[config.mk]
export PLATFORM = sky130hd
export DESIGN_NAME = alu_ab_datapath
export DESIGN_NICKNAME = d
export VERILOG_FILES = /design/src/rtl/alu_ab_datapath.sv
export SDC_FILE = /design/constraint.sdc
export NUM_CORES = 1
export LEC_CHECK = 0
export ABC_AREA = 1
export CAP_MARGIN = 30
export CORE_AREA = 2 2 66 68
export CTS_CLUSTER_DIAMETER = 120
export DETAILED_ROUTE_END_ITERATION = 8
export DIE_AREA = 0 0 68 70
export PLACE_DENSITY = 0.8
export SLEW_MARGIN = 20
export SYNTH_ARGS = -nofsm -noshare
export SYNTH_HDL_FRONTEND = slang
export SYNTH_SLANG_ARGS = --single-unit
[constraint.sdc]
create_clock -name clk -period 2.2 [get_ports clk]
set_clock_uncertainty 0.1 [all_clocks]
set_input_delay 0.22 -clock clk [delete_from_list [all_inputs] [get_ports clk]]
set_output_delay 0.22 -clock clk [all_outputs]
set_load 0.03 [all_outputs]
[src/rtl/alu_ab_datapath.sv]
// alu_ab_datapath: 4-bit accumulator datapath with an A register, a B register,
// a combinational ALU and registered zero/carry flags. A and B load from RAM,
// from TMP, from each other, or from the ALU result under control strobes.
// Output enables are combinational. A disabled output drives zero, so the
// surrounding buses can be OR-combined without tri-states.
//
// Build option: define ALU_SHIFT_EN to add SHL (1100) and SHR (1101).
// Without it, those two opcodes behave as NOPs.
module alu_ab_datapath #(
    parameter int WIDTH = 4
) (
    input  logic             clk,
    input  logic             reset,
    input  logic [3:0]       opcode,
    input  logic [WIDTH-1:0] ram_to_a,
    input  logic [WIDTH-1:0] tmp_to_b,
    input  logic [WIDTH-1:0] tmp_to_alu,
    input  logic [WIDTH-1:0] ram_to_b,
    input  logic             carry_in,
    input  logic             la_ram,
    input  logic             la_b,
    input  logic             la_alu,
    input  logic             lb_tmp,
    input  logic             lb_alu,
    input  logic             lb_pop,
    input  logic             lb_carry,
    input  logic             b_rcl,
    input  logic             alu_en,
    input  logic             ea_tmp,
    input  logic             ea_ram,
    input  logic             ea_out,
    input  logic             ea_carry,
    input  logic             eb_a,
    input  logic             eb_push,
    output logic [WIDTH-1:0] a_to_tmp,
    output logic [WIDTH-1:0] a_to_ram,
    output logic [WIDTH-1:0] a_to_out,
    output logic [WIDTH-1:0] b_to_a,
    output logic [WIDTH-1:0] b_to_ram,
    output logic [WIDTH-1:0] a_to_alu,
    output logic [WIDTH-1:0] b_to_alu,
    output logic             zero_flag,
    output logic             carry_flag,
    output logic             carry_from_a,
    output logic             carry_from_b
);

    // Opcode encodings (instruction register high nibble)
    localparam logic [3:0] OP_ADD  = 4'b0001;
    localparam logic [3:0] OP_SUB  = 4'b0010;
    localparam logic [3:0] OP_ADDT = 4'b0100;
    localparam logic [3:0] OP_AND  = 4'b1000;
    localparam logic [3:0] OP_OR   = 4'b1001;
    localparam logic [3:0] OP_XOR  = 4'b1010;
    localparam logic [3:0] OP_NOT  = 4'b1011;
    localparam logic [3:0] OP_SHL  = 4'b1100;
    localparam logic [3:0] OP_SHR  = 4'b1101;
    localparam logic [3:0] OP_CMP  = 4'b1110;

    // Architectural state
    logic [WIDTH-1:0] r_a;
    logic [WIDTH-1:0] r_b;
    logic             r_zero_flag;
    logic             r_carry_flag;
    logic             r_carry_from_a;
    logic             r_carry_from_b;

    // ALU internals
    logic [WIDTH:0]   w_add_ab;
    logic [WIDTH:0]   w_add_at;
    logic [WIDTH:0]   w_sub_ab;
    logic [WIDTH-1:0] w_result;
    logic             w_carry;
    logic             w_op_valid;   // opcode is a real ALU op (updates flags)
    logic             w_op_writes;  // op result may be written back (not CMP)
    logic             w_alu_fire;
    logic             w_a_alu_wr;
    logic             w_b_alu_wr;

    // Widened adders so the top bit is the carry (add) or borrow (sub)
    assign w_add_ab = {1'b0, r_a} + {1'b0, r_b};
    assign w_add_at = {1'b0, r_a} + {1'b0, tmp_to_alu};
    assign w_sub_ab = {1'b0, r_a} - {1'b0, r_b};

    // ALU: decode opcode into result, carry and writeback qualifiers
    always_comb begin
        w_result    = '0;
        w_carry     = 1'b0;
        w_op_valid  = 1'b1;
        w_op_writes = 1'b1;
        case (opcode)
            OP_ADD: begin
                w_result = w_add_ab[WIDTH-1:0];
                w_carry  = w_add_ab[WIDTH];
            end
            OP_SUB: begin
                w_result = w_sub_ab[WIDTH-1:0];
                w_carry  = w_sub_ab[WIDTH];
            end
            OP_ADDT: begin
                w_result = w_add_at[WIDTH-1:0];
                w_carry  = w_add_at[WIDTH];
            end
            OP_AND: w_result = r_a & r_b;
            OP_OR:  w_result = r_a | r_b;
            OP_XOR: w_result = r_a ^ r_b;
            OP_NOT: w_result = ~r_a;
            OP_CMP: begin
                // Compare sets flags like SUB but never writes a register
                w_result    = w_sub_ab[WIDTH-1:0];
                w_carry     = w_sub_ab[WIDTH];
                w_op_writes = 1'b0;
            end
`ifdef ALU_SHIFT_EN
            OP_SHL: begin
                w_result = {r_a[WIDTH-2:0], 1'b0};
                w_carry  = r_a[WIDTH-1];
            end
            OP_SHR: begin
                w_result = {1'b0, r_a[WIDTH-1:1]};
                w_carry  = r_a[0];
            end
`else
            OP_SHL, OP_SHR: begin
                w_op_valid  = 1'b0;
                w_op_writes = 1'b0;
            end
`endif
            default: begin
                w_op_valid  = 1'b0;
                w_op_writes = 1'b0;
            end
        endcase
    end

    // Register writes from the ALU only occur on a strobed, writing op
    assign w_alu_fire = alu_en & w_op_valid;
    assign w_a_alu_wr = w_alu_fire & w_op_writes & la_alu;
    assign w_b_alu_wr = w_alu_fire & w_op_writes & lb_alu;

    // A register: ALU write beats RAM load, which beats the B transfer
    always_ff @(posedge clk) begin
        if (!reset) begin
            r_a <= '0;
        end else if (w_a_alu_wr) begin
            r_a <= w_result;
        end else if (la_ram) begin
            r_a <= ram_to_a;
        end else if (la_b) begin
            r_a <= r_b;
        end
    end

    // B register: ALU > pop > TMP > carry-load > rotate-left-through-carry
    always_ff @(posedge clk) begin
        if (!reset) begin
            r_b            <= '0;
            r_carry_from_b <= 1'b0;
        end else if (w_b_alu_wr) begin
            r_b <= w_result;
        end else if (lb_pop) begin
            r_b <= ram_to_b;
        end else if (lb_tmp) begin
            r_b <= tmp_to_b;
        end else if (lb_carry) begin
            r_b <= {{(WIDTH-1){1'b0}}, carry_in};
        end else if (b_rcl) begin
            // The shifted-out bit is only captured when the rotate takes effect
            r_b            <= {r_b[WIDTH-2:0], carry_in};
            r_carry_from_b <= r_b[WIDTH-1];
        end
    end

    // Flags update on every strobed valid op, including CMP
    always_ff @(posedge clk) begin
        if (!reset) begin
            r_zero_flag  <= 1'b0;
            r_carry_flag <= 1'b0;
        end else if (w_alu_fire) begin
            r_zero_flag  <= (w_result == '0);
            r_carry_flag <= w_carry;
        end
    end

    // Capture A's top bit when the A carry output is enabled
    always_ff @(posedge clk) begin
        if (!reset) begin
            r_carry_from_a <= 1'b0;
        end else if (ea_carry) begin
            r_carry_from_a <= r_a[WIDTH-1];
        end
    end

    // Gated bus outputs: a disabled enable drives zero
    assign a_to_tmp = ea_tmp  ? r_a : '0;
    assign a_to_ram = ea_ram  ? r_a : '0;
    assign a_to_out = ea_out  ? r_a : '0;
    assign b_to_a   = eb_a    ? r_b : '0;
    assign b_to_ram = eb_push ? r_b : '0;

    // Always-visible operands and registered flags
    assign a_to_alu     = r_a;
    assign b_to_alu     = r_b;
    assign zero_flag    = r_zero_flag;
    assign carry_flag   = r_carry_flag;
    assign carry_from_a = r_carry_from_a;
    assign carry_from_b = r_carry_from_b;

endmodule

# Word-level counts from Yosys, hierarchy flattened
# Index checks and enable logic that the tools add are counted.
# totals
ff_bits	12
latchBits	0
ram_bits	0
romBits	0
out_inout_bits	32
elab_cells	53
n_memories	0
# op_classes
n_addsub	3
n_mul	0
div	0
magnitude_cmp	0
n_eq_ne	8
shifts	0
n_mux	17
n_bitwise	12
n_reduce_logical	7
# ops
operator	n
4-bit 2-to-1 mux	13
4-bit case mux with 7 select lines	1
4-bit == test, second input constant	5
4-bit by 4-bit adder with 5-bit output	2
8-bit OR reduction	1
7-bit OR reduction	1
5-bit AND reduction	1
5-bit nonzero test	1
4-bit by 4-bit subtractor with 5-bit output	1
1-bit bitwise AND	4
4-bit bitwise AND	1
4-bit by 1-bit == test with 1-bit output, second input constant	1
4-bit by 2-bit == test with 1-bit output, second input constant	1
4-bit by 3-bit == test with 1-bit output, second input constant	1
4-bit zero test	1
1-bit NOT	4
4-bit NOT	1
4-bit OR	1
4-bit bitwise XOR	1
1-bit case mux with 3 select lines	1
3-bit nonzero test	1
1-bit 2-to-1 mux	2
2-bit OR reduction	1

# Logic depth before layout (Yosys ltp)
# Gate-level depths: netlist of run 1.
# logic_depth
ltp_word	8
depth_mapped	13
depth_no_buf	12

# Worst setup path after synthesis of run 1
# OpenSTA, ideal clock, no wires.
# synth_timing
path_type	register to register
from	register r_a[0] (netlist: a_to_alu[0])
to	register r_a[2] (netlist: a_to_alu[2])
arrival_time_ns	1.972
t_required_ns	1.991
slack_ns	0.019
stages_incl_launch_ff	11
n_path_buf	0
period_less_slack_ns	2.181
cell_sequence	dfxtp_1 -> inv_1 -> ha_1 -> fa_1 -> xor2_1 -> a21oi_1 -> nand3_1 -> nand2_1 -> nand3_1 -> nand2_1 -> inv_1
# synth_via
elab_chain_cells	3
elab_cells_between_ends	5
classes_between	add/sub (3); mux (2)
# synth_lines
item	line_no	source
start: declaration	61	logic [WIDTH-1:0] r_a;
start signal: assignment	146	r_a <= w_result;
start signal: assignment	148	r_a <= ram_to_a;
start signal: assignment	150	r_a <= r_b;
4-bit by 4-bit subtractor with 5-bit output, or another cell as far along	83	assign w_sub_ab = {1'b0, r_a} - {1'b0, r_b};
4-bit case mux with 7 select lines *	91	case (opcode)
4-bit 2-to-1 mux *	145	end else if (w_a_alu_wr) begin
# Every way passes the cells marked *; elsewhere a longest branch is shown, timed or not.
# A chain may end at the register's enable or synchronous reset.

# Worst setup path in the final report of run 1
# layout_timing
from	register r_a[0] (netlist: a_to_alu[0])
to	register r_zero_flag (netlist: zero_flag)
# layout_via
elab_chain_cells	3
elab_cells_between_ends	9
classes_between	add/sub (3); mux (1); bitwise (4); reduce/logical (1)
# layout_lines
item	line_no	source
4-bit by 4-bit subtractor with 5-bit output, or another cell as far along	83	
4-bit case mux with 7 select lines *	91	
4-bit zero test *	180	r_zero_flag <= (w_result == '0);
end signal: assignment	180	
end: declaration	63	logic r_zero_flag;
# Marked as above.

==> results of run 1 <==
## report_power, final
part | switching, uW | internal (uW)
Sequential | 11.3 | 234
Combinational | 300 | 235
Clock | 76.8 | 120
## per-layer routing
layer | GRT usage, % | share of wire (%)
met5 | 0 | 0
met4 | 5.11 | 1.9
met3 | 3.22 | 6.3
met2 | 42.1 | 49
met1 | 29.1 | 43
## final timing paths
check | from | end | slack, ns
setup / recovery | a_to_alu[0]$_SDFFE_PN0P_ | zero_flag$_SDFFE_PN0N_ | 0.13
hold / removal | carry_flag$_SDFFE_PN0N_ | carry_flag$_SDFFE_PN0N_ | 0.39
setup reg to reg | a_to_alu[0]$_SDFFE_PN0P_ | zero_flag$_SDFFE_PN0N_ | 0.13
hold reg to reg | carry_flag$_SDFFE_PN0N_ | carry_flag$_SDFFE_PN0N_ | 0.39
## logic make-up after synthesis
group                    Yosys count  share of synthesized area (%)
XOR/XNOR                           1                          0.503
buffers and inverters             67                           14.5
multiplexers                       1                          0.575
flip-flops                        12                           13.8
AND/OR/NAND/NOR                  177                           45.0
AO/OA/AOI/OAI                     33                           10.6
adder cells (fa/ha/maj)           19                           15.0
## sequential cells by signal (all words and copies together) (netlist names)
| signal | count |
|---|---|
| b_to_alu | 4 |
| zero_flag | 1 |
| carry_from_a | 1 |
| a_to_alu | 4 |
| carry_from_b | 1 |
| carry_flag | 1 |
## layout by cell type, fill, tap and decap left out
| master | count |
|---|---|
| o211ai_1 | 2 |
| nor3_1 | 2 |
| ha_2 | 1 |
| nor2_2 | 3 |
| a21oi_1 | 15 |
| nor4_1 | 1 |
| fa_1 | 3 |
| dfxtp_1 | 12 |
| nor3b_1 | 1 |
| ha_1 | 15 |
| buf_6 | 1 |
| inv_1 | 62 |
| and2_1 | 1 |
| nand4_1 | 1 |
| nor2_4 | 2 |
| xor2_1 | 1 |
| o21ai_0 | 13 |
| buf_4 | 19 |
| nand2_2 | 1 |
| nand3b_1 | 4 |
| clkbuf_8 | 3 |
| a21oi_2 | 1 |
| mux2i_1 | 1 |
| clkdlybuf4s50_1 | 69 |
| inv_2 | 2 |
| nand3_2 | 4 |
| nor2_1 | 31 |
| nand2_1 | 90 |
| o311ai_0 | 1 |
| a21oi_4 | 1 |
| nand3_1 | 36 |
## worst reg2reg max path: stages (launching register included)
cell,delay (ns)
dfxtp_1,0.40
buf_6,0.16
ha_2,0.19
fa_1,0.41
nand3_1,0.09
nand2_1,0.05
nor2_1,0.11
nand3_2,0.13
nor2_1,0.14
nand3_1,0.09
a21oi_1,0.12
## metrics by stage
stage          setup slack, ns  cell area, um^2  setup TNS (ns)  utilization, %  hold WS (ns)
6_report                 0.126             2690               0            64.9         0.389
5_1_grt                -0.0135             2690         -0.0135            64.9         0.420
4_1_cts                  0.112             2680               0            64.6         0.389
3_5_place_dp            0.0199             2630               0            63.6         0.379
3_3_place_gp            0.0550             2630               0            63.6         0.367
2_1_floorplan           0.0190             1740               0               -         0.214
## repair_timing
item                       in CTS  in global routing
buffers inserted                0                  0
setup endpoints to repair       0                  2
resized for setup               0                  4
## area by class of cell
type,count,area [um^2]
clock buffer,3,41.3
timing repair buffer,89,845
fill,382,1450
multi-input combinational,231,1260
inverter,64,240
tap,52,65.1
sequential,12,240
==> metrics.yaml, run 1 <==
place_inst: 448
num_antenna_cells: 0
nNetsFinal: 458
start_util_pct: 42.0
ys_ff_latch: 12
synthDominantAreaCellType: "nand2_1"
routed_wl_um: 5460
final_cells: 451
synth_edf_count: 0
critical_path.startpoint_type: "register"
core_area_um2: 4140
grt_pass1_vias: 2034
hold_viol_final: 0
syn_to_final_growth_pct: 54.6
drv_slew: 0
cp_num_buf_inv: 1
critPathRequiredTime_ns: 2.27
synth_top_area_share_pct: 19.4
portBuffers: 69
hpwl_um: 4570
clock_latency_ns: 0.24
grt_usage_pct: 23.5
hp-class: "register to register"
cpMaxStageDelayCell: "fa_1"
grt_max_degree: 12
die_h_um: 70
design.die.area_um2: 4760
status: "finished, final reports clean"
cts_root_buf: "clkbuf_8"
min_period_over_period_pct: 94.3
crit_fanout: 7
r2r_cells: 10
peakVddDrop_mv: 0.250
cts_tree: "built"
clk_path_buf_depth: 2
ys.flop_type: "dfxtp_1"
grt_pass1_wl_um: 8860
total_power_uw: 977
synth_cell_type_count: 27
wl_per_cell_um: 12.1
setup_viol: 0
cp_slowest_stage_delay_ns: 0.41
ctsHoldBuffers: 0
critPathArrivalTime_ns: 2.15
syn_inst: 310
drc: 0
clock_sinks: 12
worst_slew_pin_slew_ns: 0.478
yosysMostFrequentCell: "nand2_1"
first_pass_iters: 4
synthTopCellsByCount: "nand2_1, inv_1, nand3_1"
gp_congestion: 0.900
crit_chain: "buf_6 > ha_2 > fa_1 > nand3_1 > nand2_1 > nor2_1 > nand3_2 > nor2_1 > nand3_1 > a21oi_1"
synth_area_per_cell_um2: 5.61
drtIter0Drc: 79
via_per_inst: 4.94
worstSetupEndpointType: "register"
cts_buffers: 3
syn_area_um2: 1740
whs_path_depth: 2
p_leak_uw: 0.00144
pin_count: 70
ant_nets: 0
min_period_ns: 2.07
cp_top_family: "simple AND/OR/NAND/NOR gates"
synth_warnings: 0
powerDensity_nw_per_um2: 363
cap_violations: 0
drive_gt1_share_pct: 9.52
ys_seq_area_share_pct: 13.8
crit_type: "register to register"
async_flop_share_pct: 0
synth_area_leaders: "nand2_1, dfxtp_1, inv_1"
synth_fp_nets: 367
grt_antenna_before_repair: 0
max_slew_margin_pct: 68.0
htree_levels: 1
num_rows: 24
overflow: 0
path_depth: 10
num_vias: 2229
fp.dieW_um: 68
fmax_mhz: 482
cts.reportedPaths.clkPinSlew_ns: 0.05
Note: power is estimated with default switching activity, not from simulation.
==> run 2: changes to the inputs <==
Settings changed: CORE_AREA 2 2 66 68 to 2 2 64 66, DIE_AREA 0 0 68 70 to 0 0 66 68, PLACE_DENSITY 0.8 to 0.85.
Clock period 2.2 ns to 2.55 ns, I/O delays scaled along.
==> metrics.yaml, run 2 (synthesis results as in run 1) <==
setup_viol: 0
pin_count: 70
overflow: 0
wl_met2_um: 2680
fp.dieW_um: 66
grt_pass1_vias: 1947
peakVddDrop_mv: 0.277
rsz0062_at_grt: "no"
status: "finished, final reports clean"
maxUsedRoutingLayer: "met4"
num_vias: 2143
hpwl_um: 4450
drive_gt1_share_pct: 5.70
total_power_uw: 869
min_period_over_period_pct: 88.0
cts_resized: 0
final_common_cell: "nand2_1"
cts_setup_buffers: 0
drtIter0Drc: 142
grt_pass1_wl_um: 8830
crit_fanout: 9
grt_usage_pct: 25.1
num_antenna_cells: 0
syn_to_final_growth_pct: 48.3
clock_latency_ns: 0.24
critPathArrivalTime_ns: 2.29
p_leak_uw: 0.00137
nNetsFinal: 444
r2r_cells: 10
cts_tree: "built"
wl_met3_um: 339
whs_path_depth: 2
ctsHoldBuffers: 0
powerDensity_nw_per_um2: 337
ant_nets: 0
final_cell_mix: "nand2_1, clkdlybuf4s50_1, inv_1"
clock_sinks: 12
design.die.area_um2: 4490
cts_buffers: 3
gp_congestion: 0.955
core_area_um2: 3860
worstSetupEndpointType: "register"
routed_wl_um: 5520
hold_viol_final: 0
min_period_ns: 2.24
drv_slew: 0
clk_path_buf_depth: 2
via_per_inst: 4.92
grt_antenna_before_repair: 0
portBuffers: 69
drc: 0
cts_root_buf: "clkbuf_8"
start_util_pct: 45.1
critPathRequiredTime_ns: 2.59
die_h_um: 68
fill_cells: 347
hp-class: "register to register"
num_rows: 23
cts.reportedPaths.clkPinSlew_ns: 0.06
first_pass_iters: 4
htree_levels: 1
setup_tns_ns: 0
wl_met1_um: 2450
grt_max_degree: 12
crit_type: "register to register"
critical_path.startpoint_type: "register"
worst_slew_pin_slew_ns: 0.484
cap_violations: 0
wl_per_cell_um: 12.7
max_slew_margin_pct: 67.6
fmax_mhz: 446
[run 2: changes by cell type in the layout (fill, tap and decap cells not counted), sizes merged]
| cell | previous run | this run |
|---|---|---|
| clkbuf | 3 | 4 |
| buf | 20 | 6 |
[run 2: critical path, cell delays in order, from the launching register on]
cell,delay [ns]
dfxtp_1,0.56
ha_1,0.29
fa_1,0.43
inv_1,0.07
nor2_1,0.04
nor2_1,0.13
nand3_1,0.18
nand2_1,0.11
nand3_1,0.07
nand2_1,0.10
inv_1,0.05
[run 2: power by group]
part | leakage [uW] | internal (uW) | total [uW] | switching [uW]
sequential | 0.0000988 | 201 | 217 | 16.1
combinational | 0.00124 | 184 | 437 | 252
clock | 0.0000288 | 137 | 215 | 78.5
[run 2: layout make-up]
| cell class | instances | area (um^2) | share of cell area [%] |
|---|---|---|---|
| sequential | 12 | 240 | 9.31 |
| timing repair buffer | 75 | 736 | 28.5 |
| inverter | 64 | 240 | 9.31 |
| clock buffer | 4 | 55.1 | 2.13 |
| tap | 50 | 62.6 | 2.42 |
| multi-input combinational | 231 | 1250 | 48.3 |
[run 2: metal layers]
metal,GRT usage [%],vias to the layer above
met5,0,-
met4,5.36,0
met3,1.81,6
met2,46.3,78
met1,32.1,940
li1,-,1119
[run 2: worst paths after layout]
check                                start                        to  slack (ns)
setup reg to reg  b_to_alu[0]$_SDFFE_PN0P_  a_to_alu[1]$_SDFFE_PN0P_        0.31
hold reg to reg    carry_flag$_SDFFE_PN0N_   carry_flag$_SDFFE_PN0N_        0.38
hold / removal     carry_flag$_SDFFE_PN0N_   carry_flag$_SDFFE_PN0N_        0.38
setup / recovery  b_to_alu[0]$_SDFFE_PN0P_  a_to_alu[1]$_SDFFE_PN0P_        0.31
[run 2: metrics by stage]
step	setup WS, ns	instance area, um^2	cells	hold WS, ns	util [%]
final	0.306	2580	436	0.377	66.9
after floorplan	0.369	1740	310	0.249	-
after CTS	0.342	2580	436	0.383	66.9
after global routing	0.178	2580	436	0.413	66.9
after global placement	0.235	2530	432	0.373	65.5
after detailed placement	0.263	2530	432	0.374	65.5
==> run 3: changes to the inputs <==
Settings changed: CTS_CLUSTER_SIZE set to 28.
==> results of run 3 <==
No change in the layout: final DEF, timing and power equal those of run 2.
